### src/rtl/f_pcctrl.sv
// Fetch-stage PC controller.
// Owns the PC, drives the single-outstanding instruction-memory request,
// turns redirect requests into PC-mux select codes and loads the IF/ID
// instruction register, holding it across hazard stalls and squashing
// wrong-path fetches.
//
// Memory handshake: o_imem_req is the request valid and i_imem_ack is the
// completion. A request, once raised, keeps o_imem_addr stable until the cycle
// in which i_imem_ack=1. i_imem_rdata is only sampled in that cycle. At most one
// request is outstanding.
module f_pcctrl #(
   parameter logic [31:0] RESET_PC = 32'h0000_0000
) (
   input  logic        i_clk,
   input  logic        i_rst_n,
   input  logic        i_con_stall,
   input  logic [1:0]  i_req_jump,
   input  logic        i_req_branch,
   input  logic [31:0] i_addr_nextpc,
   output logic [31:0] o_addr_pcplus4,
   output logic [1:0]  o_con_jump,
   output logic        o_con_ifbranch,
   output logic        o_imem_req,
   output logic [31:0] o_imem_addr,
   input  logic        i_imem_ack,
   input  logic [31:0] i_imem_rdata,
   output logic [31:0] o_inst,
   output logic        o_inst_valid,
   output logic [31:0] o_addr_pc_id
);

   // RST: idle after reset. FETCH: live request. HOLD: fetched word parked in
   // the skid buffer while ID is stalled. DROP: waiting out a wrong-path request.
   typedef enum logic [1:0] {
      ST_RST   = 2'd0,
      ST_FETCH = 2'd1,
      ST_HOLD  = 2'd2,
      ST_DROP  = 2'd3
   } state_e;

   state_e      state_q, state_d;
   logic [31:0] pc_q, pc_d;
   logic [31:0] faddr_q, faddr_d;
   logic [31:0] skid_inst_q, skid_inst_d;
   logic [31:0] skid_pc_q, skid_pc_d;
   logic [31:0] inst_q, inst_d;
   logic        inst_valid_q, inst_valid_d;
   logic [31:0] pc_id_q, pc_id_d;

   logic        jump_req;
   logic        redirect;

   // Redirects only count while ID is not stalled; the EX branch is older and
   // therefore beats the ID jump.
   assign jump_req       = (i_req_jump == 2'b01) || (i_req_jump == 2'b10);
   assign redirect       = !i_con_stall && (i_req_branch || jump_req);
   assign o_con_ifbranch = !i_con_stall && i_req_branch;
   assign o_con_jump     = (!i_con_stall && !i_req_branch && jump_req) ? i_req_jump : 2'b00;

   assign o_addr_pcplus4 = pc_q + 32'd4;
   assign o_imem_req     = (state_q == ST_FETCH) || (state_q == ST_DROP);
   assign o_imem_addr    = faddr_q;
   assign o_inst         = inst_q;
   assign o_inst_valid   = inst_valid_q;
   assign o_addr_pc_id   = pc_id_q;

   // Next-state and register-update logic for the fetch sequencer.
   always_comb begin
      state_d      = state_q;
      pc_d         = pc_q;
      faddr_d      = faddr_q;
      skid_inst_d  = skid_inst_q;
      skid_pc_d    = skid_pc_q;
      inst_d       = inst_q;
      inst_valid_d = inst_valid_q;
      pc_id_d      = pc_id_q;
      case (state_q)
         ST_RST: begin
            state_d = ST_FETCH;
            faddr_d = pc_q;
         end
         ST_FETCH: begin
            if (redirect) begin
               // Any returned word is wrong-path. Without an ack the old
               // request must still complete, so its address is kept.
               pc_d         = i_addr_nextpc;
               inst_valid_d = 1'b0;
               if (i_imem_ack) begin
                  faddr_d = i_addr_nextpc;
               end else begin
                  state_d = ST_DROP;
               end
            end else if (i_imem_ack) begin
               if (i_con_stall) begin
                  skid_inst_d = i_imem_rdata;
                  skid_pc_d   = pc_q;
                  state_d     = ST_HOLD;
               end else begin
                  inst_d       = i_imem_rdata;
                  pc_id_d      = pc_q;
                  inst_valid_d = 1'b1;
                  pc_d         = i_addr_nextpc;
                  faddr_d      = i_addr_nextpc;
               end
            end else if (!i_con_stall) begin
               inst_valid_d = 1'b0;
            end
         end
         ST_HOLD: begin
            if (redirect) begin
               pc_d         = i_addr_nextpc;
               faddr_d      = i_addr_nextpc;
               inst_valid_d = 1'b0;
               state_d      = ST_FETCH;
            end else if (!i_con_stall) begin
               inst_d       = skid_inst_q;
               pc_id_d      = skid_pc_q;
               inst_valid_d = 1'b1;
               pc_d         = i_addr_nextpc;
               faddr_d      = i_addr_nextpc;
               state_d      = ST_FETCH;
            end
         end
         ST_DROP: begin
            inst_valid_d = 1'b0;
            if (redirect) begin
               pc_d = i_addr_nextpc;
            end
            if (i_imem_ack) begin
               // The newest redirect target wins if it arrives with the ack.
               faddr_d = redirect ? i_addr_nextpc : pc_q;
               state_d = ST_FETCH;
            end
         end
         default: begin
            state_d = ST_RST;
         end
      endcase
   end

   // State and datapath registers, cleared asynchronously.
   always_ff @(posedge i_clk or negedge i_rst_n) begin
      if (!i_rst_n) begin
         state_q      <= ST_RST;
         pc_q         <= RESET_PC;
         faddr_q      <= RESET_PC;
         skid_inst_q  <= 32'd0;
         skid_pc_q    <= 32'd0;
         inst_q       <= 32'd0;
         inst_valid_q <= 1'b0;
         pc_id_q      <= 32'd0;
      end else begin
         state_q      <= state_d;
         pc_q         <= pc_d;
         faddr_q      <= faddr_d;
         skid_inst_q  <= skid_inst_d;
         skid_pc_q    <= skid_pc_d;
         inst_q       <= inst_d;
         inst_valid_q <= inst_valid_d;
         pc_id_q      <= pc_id_d;
      end
   end

endmodule

### config.mk
export PLATFORM = sky130hd
export DESIGN_NAME = f_pcctrl
export DESIGN_NICKNAME = d
export VERILOG_FILES = /design/src/rtl/f_pcctrl.sv
export SDC_FILE = /design/constraint.sdc
export NUM_CORES = 1
export LEC_CHECK = 0
export CORE_ASPECT_RATIO = 0.75
export CORE_MARGIN = 2
export CORE_UTILIZATION = 64
export DETAILED_ROUTE_END_ITERATION = 10
export DONT_BUFFER_PORTS = 1
export PLACE_DENSITY_LB_ADDON = 0.1
export SLEW_MARGIN = 25
export SYNTH_ARGS = -nofsm -noshare
export SYNTH_HDL_FRONTEND = slang
export SYNTH_SLANG_ARGS = --single-unit
### constraint.sdc
create_clock -name i_clk -period 2.2 [get_ports i_clk]
set_input_delay 0.33 -clock i_clk [delete_from_list [all_inputs] [get_ports i_clk]]
set_output_delay 0.33 -clock i_clk [all_outputs]
set_load 0.02 [all_outputs]
==> results of run 1 <==
cell families after synthesis:
family | share of synthesized area
AND/OR/NAND/NOR | 0.100
XOR/XNOR | 0.0278
multiplexers | 0.200
adder cells (fa/ha/maj) | 0.00684
AO/OA/AOI/OAI | 0.0914
flip-flops | 0.534
buffers and inverters | 0.0405
Yosys cell counts, types with 2 or more instances:
| cell type | count | area share |
|---|---|---|
| clkbuf_1 | 25 | 0.010 |
| o21a_1 | 2 | 0.0016 |
| nand4_1 | 4 | 0.0027 |
| inv_1 | 8 | 0.0033 |
| mux2_1 | 3 | 0.0037 |
| a21oi_1 | 71 | 0.039 |
| mux2_2 | 90 | 0.11 |
| o21ai_0 | 5 | 0.0027 |
| o22ai_1 | 15 | 0.010 |
| xnor2_1 | 19 | 0.018 |
| and4_1 | 4 | 0.0038 |
| a221oi_1 | 32 | 0.031 |
| buf_2 | 23 | 0.013 |
| dfrtp_1 | 195 | 0.53 |
| buf_1 | 10 | 0.0041 |
| nor3_1 | 5 | 0.0027 |
| nand2_1 | 15 | 0.0062 |
| a31oi_1 | 2 | 0.0014 |
| nor2_1 | 122 | 0.050 |
| and3_1 | 3 | 0.0021 |
| nor4_1 | 2 | 0.0014 |
| or2_2 | 2 | 0.0014 |
| nor4b_1 | 2 | 0.0019 |
| nand3_1 | 14 | 0.0077 |
| xor2_1 | 10 | 0.0096 |
| ha_1 | 5 | 0.0068 |
| buf_4 | 11 | 0.0090 |
| mux2i_1 | 78 | 0.085 |
| and2_1 | 3 | 0.0021 |
| nor2b_1 | 17 | 0.012 |
power groups by stage:
stage | Combinational [mW] | Sequential (mW) | Clock, mW
after CTS | 6.72 | 8.04 | 3.08
after global routing | 7.62 | 8.29 | 3.25
after detailed placement | 6.46 | 8.09 | 0
after global placement | 6.23 | 7.99 | 0
final | 7.00 | 8.08 | 3.04
after floorplan | 5.03 | 7.54 | 0
worst max path at each step:
| stage | from | to | cells after the start |
|---|---|---|---|
| after global placement | pc_q[2] | o_addr_pcplus4[26] | 6 |
| after floorplan | pc_q[5] | o_addr_pcplus4[29] | 6 |
| after global routing | pc_q[3] | o_addr_pcplus4[27] | 5 |
| after detailed placement | state_q[1] | o_inst[1] | 7 |
| final | pc_q[3] | o_addr_pcplus4[31] | 5 |
| after CTS | pc_q[9] | o_addr_pcplus4[27] | 5 |
layer usage:
metal,global-route usage,wire (um),up-vias,share of wire
met5,0,0,-,0
met4,0.0971,382,0,0.017
met3,0.108,2430,30,0.11
met2,0.458,10700,291,0.48
met1,0.375,9050,3264,0.40
li1,-,-,2903,-
flip-flops by register name, indices dropped and copies added, names as in the netlist:
register,flops
o_addr_pc_id,32
o_imem_addr,32
o_inst,32
pc_q,32
skid_inst_q,32
skid_pc_q,32
state_q,2
o_inst_valid,1
area by class of cell:
class	instances	area [um2]	area share
clock inverter	12	123	0.0115
tap	175	219	0.0206
timing repair buffer	74	668	0.0629
inverter	8	30.0	0.00283
multi-input combinational	536	4240	0.399
sequential	195	4890	0.460
clock buffer	20	457	0.0430
what timing repair did:
item / in CTS / in global routing
endpoints found under the setup margin: 21 / 67
endpoints found under the hold margin: 196 / 195
gates resized for setup: 38 / 35
buffers inserted: 9 / 6
gates cloned: 0 / 2
pin swaps: 21 / 21
==> impl_metrics.tcl, run 1 <==
set metrics [dict create \
    grt_first_pass_wirelength_mm 34.2 \
    dp_hpwl_mm 13.7 \
    grt_pass1_vias 6409 \
    fin_crit_sh 1.11 \
    violations "negative hold slack, negative setup slack" \
    skew_ps 5.32 \
    async_reset_ff_frac 1.00 \
    diodes 0 \
    yosysWarnings 0 \
    drtIter0Drc 490 \
    clk_latency_ps 430 \
    layoutNonFillerInstCount 1020 \
    fill_cells 906 \
    drv_cap 0 \
    die_h_um 108 \
    final_cell_mix "189 x dfrtp_1, 119 x nor2_1, 90 x mux2_2" \
    crit_chain "nand2_2 > or4_4 > nor3_4 > xor2_1 > buf_4" \
    worstSetupStartpointType "flop" \
    r2r_end "o_imem_addr[7]" \
    placed_area_um2 9570 \
    setup.worst_path.end_class "primary output" \
    fmax_mhz 410 \
    netlist_area_um2 9150 \
    ys_types 42 \
    p_leak_nw 4.42 \
    post-place-ws_ps -0.992 \
    crit_family "simple AND/OR/NAND/NOR gates" \
    grt_use_total 0.291 \
    slew_violations 0 \
    hold_class "in -> async" \
    slowest_delay_ps 620 \
    start_util 0.661 \
    dieWidth_um 142 \
    die-area_um2 15300 \
    power_density_nw_per_um2 1710 \
    rrSetupSlack_ps 70 \
    synth-edff-count 0 \
    path_buf_inv 1 \
    fin_crit_ps 2440 \
    r2r_start "state_q[0]" \
    outcome "finished, violations left" \
    nets 908 \
    globalplace.congestion 0.838 \
    relSlewSlack 0.603 \
    crit_arrival_ps 2110 \
    synth-main-ff-cell "dfrtp_1" \
    layout_commonest_cell "dfrtp_1" \
    p_switching_mw 7.80 \
    place_inst 971 \
    pin_count 204 \
    total_power_mw 18.1 \
    cp_max_fo 4 \
    drive_above_1_share 0.291 \
    yosysSeqAreaShare 0.534 \
    final_cell_area_um2 10600 \
    drt_wl_total_mm 22.6 \
    setup_viol 20 \
    p_sw_frac 0.430 \
    htree_levels 4 \
    avgSynthCellArea_um2 11.3 \
    vias_per_cell 6.36 \
    setup_ws_ps -239 \
    hold_buffers 1 \
    cts_tree "built" \
    hold_viol 195 \
    fp-row-count 37 \
    grt_max_degree 196 \
    portBuffers 0 \
    tns_ps -2650 \
    combPwrFrac 0.386 \
    num_vias 6488 \
    area_delta_synth_final_pct 16.1 \
    first_pass_iters 5 \
    intPower_mw 10.3 \
    synth-seq-cells 195 \
    cts_buffer_depth 2 \
    critPathKind "reg -> out" \
    slowest_stage "or4_4" \
    globalRoute.totalOverflow 0 \
    ant_nets 0 \
    tightest_slew_ps 594 \
    cts.clk_slew.worst_paths_ps 70 \
    antenna_found_initial 0 \
    ir_drop_uv 985 \
    hold_ws_ps -415 \
    utilization 0.767 \
    drc 0 \
    required_ps 1870 \
    rsz0062_at_grt "true" \
    clockRootBuffer "clkbuf_16" \
    syn_inst 809 \
    clockPowerShare 0.168 \
    core-area_um2 13800 \
    cts_made_buffers 17 \
    p_seq_frac 0.446 \
    synth_nets 885 \
    reg2reg_depth 7 \
    wl_per_cell_um 22.2 \
    clkSinkCount 195 \
]
Power figures use the tool's default switching activity.
==> run 2, diff against run 1 <==
GPL_ROUTABILITY_DRIVEN = 0   (was not set)
SETUP_SLACK_MARGIN = 0.2   (was not set)
==> run 2 against run 1 <==
Effect of this change:
- largest cell class unchanged
- critical path depth stayed put
- critical endpoint is now o_addr_pcplus4[29]
- flip-flop and latch count stayed put
- largest power group unchanged
- clock power is 6% higher
- via count is 0.92% higher
- die area stayed put
- sequential power hardly changed
- core utilization is 0.81 points higher
- first-iteration DRC count is 3.3% lower
- the flow still finishes with violations (negative hold slack, negative setup slack)
==> impl_metrics.tcl, run 2 (synthesized netlist as in run 1, its figures left out) <==
set metrics [dict create \
    die_h_um 108 \
    reg2reg_depth 7 \
    setup.worst_path.end_class "primary output" \
    fin_crit_sh 1.13 \
    first_pass_iters 4 \
    r2r_start "state_q[0]" \
    grt_use_total 0.300 \
    tns_ps -3630 \
    final_cell_mix "192 x dfrtp_1, 118 x nor2_1, 90 x mux2_2" \
    area_delta_synth_final_pct 17.3 \
    hold_viol 195 \
    pin_count 204 \
    hold_class "in -> async" \
    p_sw_frac 0.426 \
    tightest_slew_ps 582 \
    grt_pass1_vias 6718 \
    htree_levels 4 \
    drtIter0Drc 474 \
    fill_cells 901 \
    r2r_end "state_q[0]" \
    layoutNonFillerInstCount 1022 \
    grt_use_met3 0.103 \
    diodes 0 \
    cts_buffer_depth 2 \
    critPathKind "reg -> out" \
    drt_wl_total_mm 22.9 \
    wl_per_cell_um 22.4 \
    die-area_um2 15300 \
    p_leak_nw 4.45 \
    fmax_mhz 401 \
    setup_ws_ps -292 \
    intPower_mw 10.7 \
    power_density_nw_per_um2 1740 \
    cp_max_fo 5 \
    relSlewSlack 0.611 \
    drc 0 \
    post-place-ws_ps 22.1 \
    cts.clk_slew.worst_paths_ps 70 \
    start_util 0.661 \
    layout_commonest_cell "dfrtp_1" \
    grt_max_degree 196 \
    violations "negative hold slack, negative setup slack" \
    clockRootBuffer "clkbuf_16" \
    clk_latency_ps 440 \
    ir_drop_uv 915 \
    startpoint "pc_q[14]" \
    dieWidth_um 142 \
    core-area_um2 13800 \
    crit_arrival_ps 2160 \
    busiest_layer "met2" \
    dp_hpwl_mm 14.4 \
    grtUsageMet1 0.372 \
    combPwrFrac 0.392 \
    required_ps 1870 \
    fin_crit_ps 2490 \
    grt_use_met2 0.485 \
    vias_per_cell 6.41 \
    cts_tree "built" \
    ant_nets 0 \
    p_seq_frac 0.435 \
    globalRoute.totalOverflow 0 \
    skew_ps 11.2 \
    nets 910 \
    p_switching_mw 7.93 \
    drv_cap 0 \
    setup_viol 20 \
    grt_first_pass_wirelength_mm 35.2 \
    cts_made_buffers 17 \
    slew_violations 0 \
    clkSinkCount 195 \
    portBuffers 0 \
    fp-row-count 37 \
    outcome "finished, violations left" \
    rsz0062_at_grt "true" \
    place_inst 971 \
    worstSetupStartpointType "flop" \
    antenna_found_initial 0 \
    drive_above_1_share 0.300 \
    num_vias 6548 \
    rrSetupSlack_ps 230 \
    hold_ws_ps -416 \
    clockPowerShare 0.173 \
]
run 2: power by group through the flow:
stage               Clock, mW  Sequential, mW  Combinational, mW
detailed placement          0            8.08               6.61
CTS                      3.27            8.05               6.93
global placement            0            7.96               6.29
global route             3.41            8.29               7.89
finish                   3.23            8.10               7.31
floorplan                   0            7.54               5.07
run 2: worst max-delay path by stage:
stage,depth (start not counted),slack (ps),endpoint
2_1_floorplan,6,210,o_addr_pcplus4[31]
3_3_place_gp,7,160,o_addr_pc_id[13]
3_5_place_dp,7,20,o_inst[25]
4_1_cts,5,-230,o_addr_pcplus4[29]
5_1_grt,5,-360,o_addr_pcplus4[27]
6_report,5,-290,o_addr_pcplus4[29]
run 2: worst max-delay path: stages, from the launching register on:
cell and delay (ps):
dfrtp_1 370, nand4_1 180, or4_4 520, buf_8 160
nor4_4 190, xor2_2 300
run 2: layout make-up:
cell class	instances	area, um2	area share
Multi-Input combinational cell	536	4260	0.397
Inverter	8	32.5	0.00303
Tap cell	175	219	0.0204
Sequential cell	195	4880	0.455
Timing Repair Buffer	76	721	0.0672
Clock buffer	22	474	0.0442
Clock inverter	10	143	0.0133
run 2: metal layers:
metal  vias up  part of all wire
li1       2899                 -
met1      3343              0.40
met2       260              0.49
met3        46             0.091
met4         0             0.021
met5         -                 0
run 2: stage by stage:
step / power (mW) / utilization / cell area [um2]
2_1_floorplan: 12.6 / - / 9210
3_3_place_gp: 14.2 / 0.694 / 9610
3_5_place_dp: 14.7 / 0.694 / 9610
4_1_cts: 18.2 / 0.758 / 10500
5_1_grt: 19.6 / 0.775 / 10700
6_report: 18.6 / 0.775 / 10700
run 2: repair_timing:
| item | CTS | global route |
|---|---|---|
| cloned | 1 | 1 |
| pin swaps | 7 | 7 |
| hold endpoints to repair | 195 | 195 |
| gates resized for setup | 34 | 31 |
| buffers inserted | 9 | 8 |
| endpoints found under the setup margin | 127 | 135 |
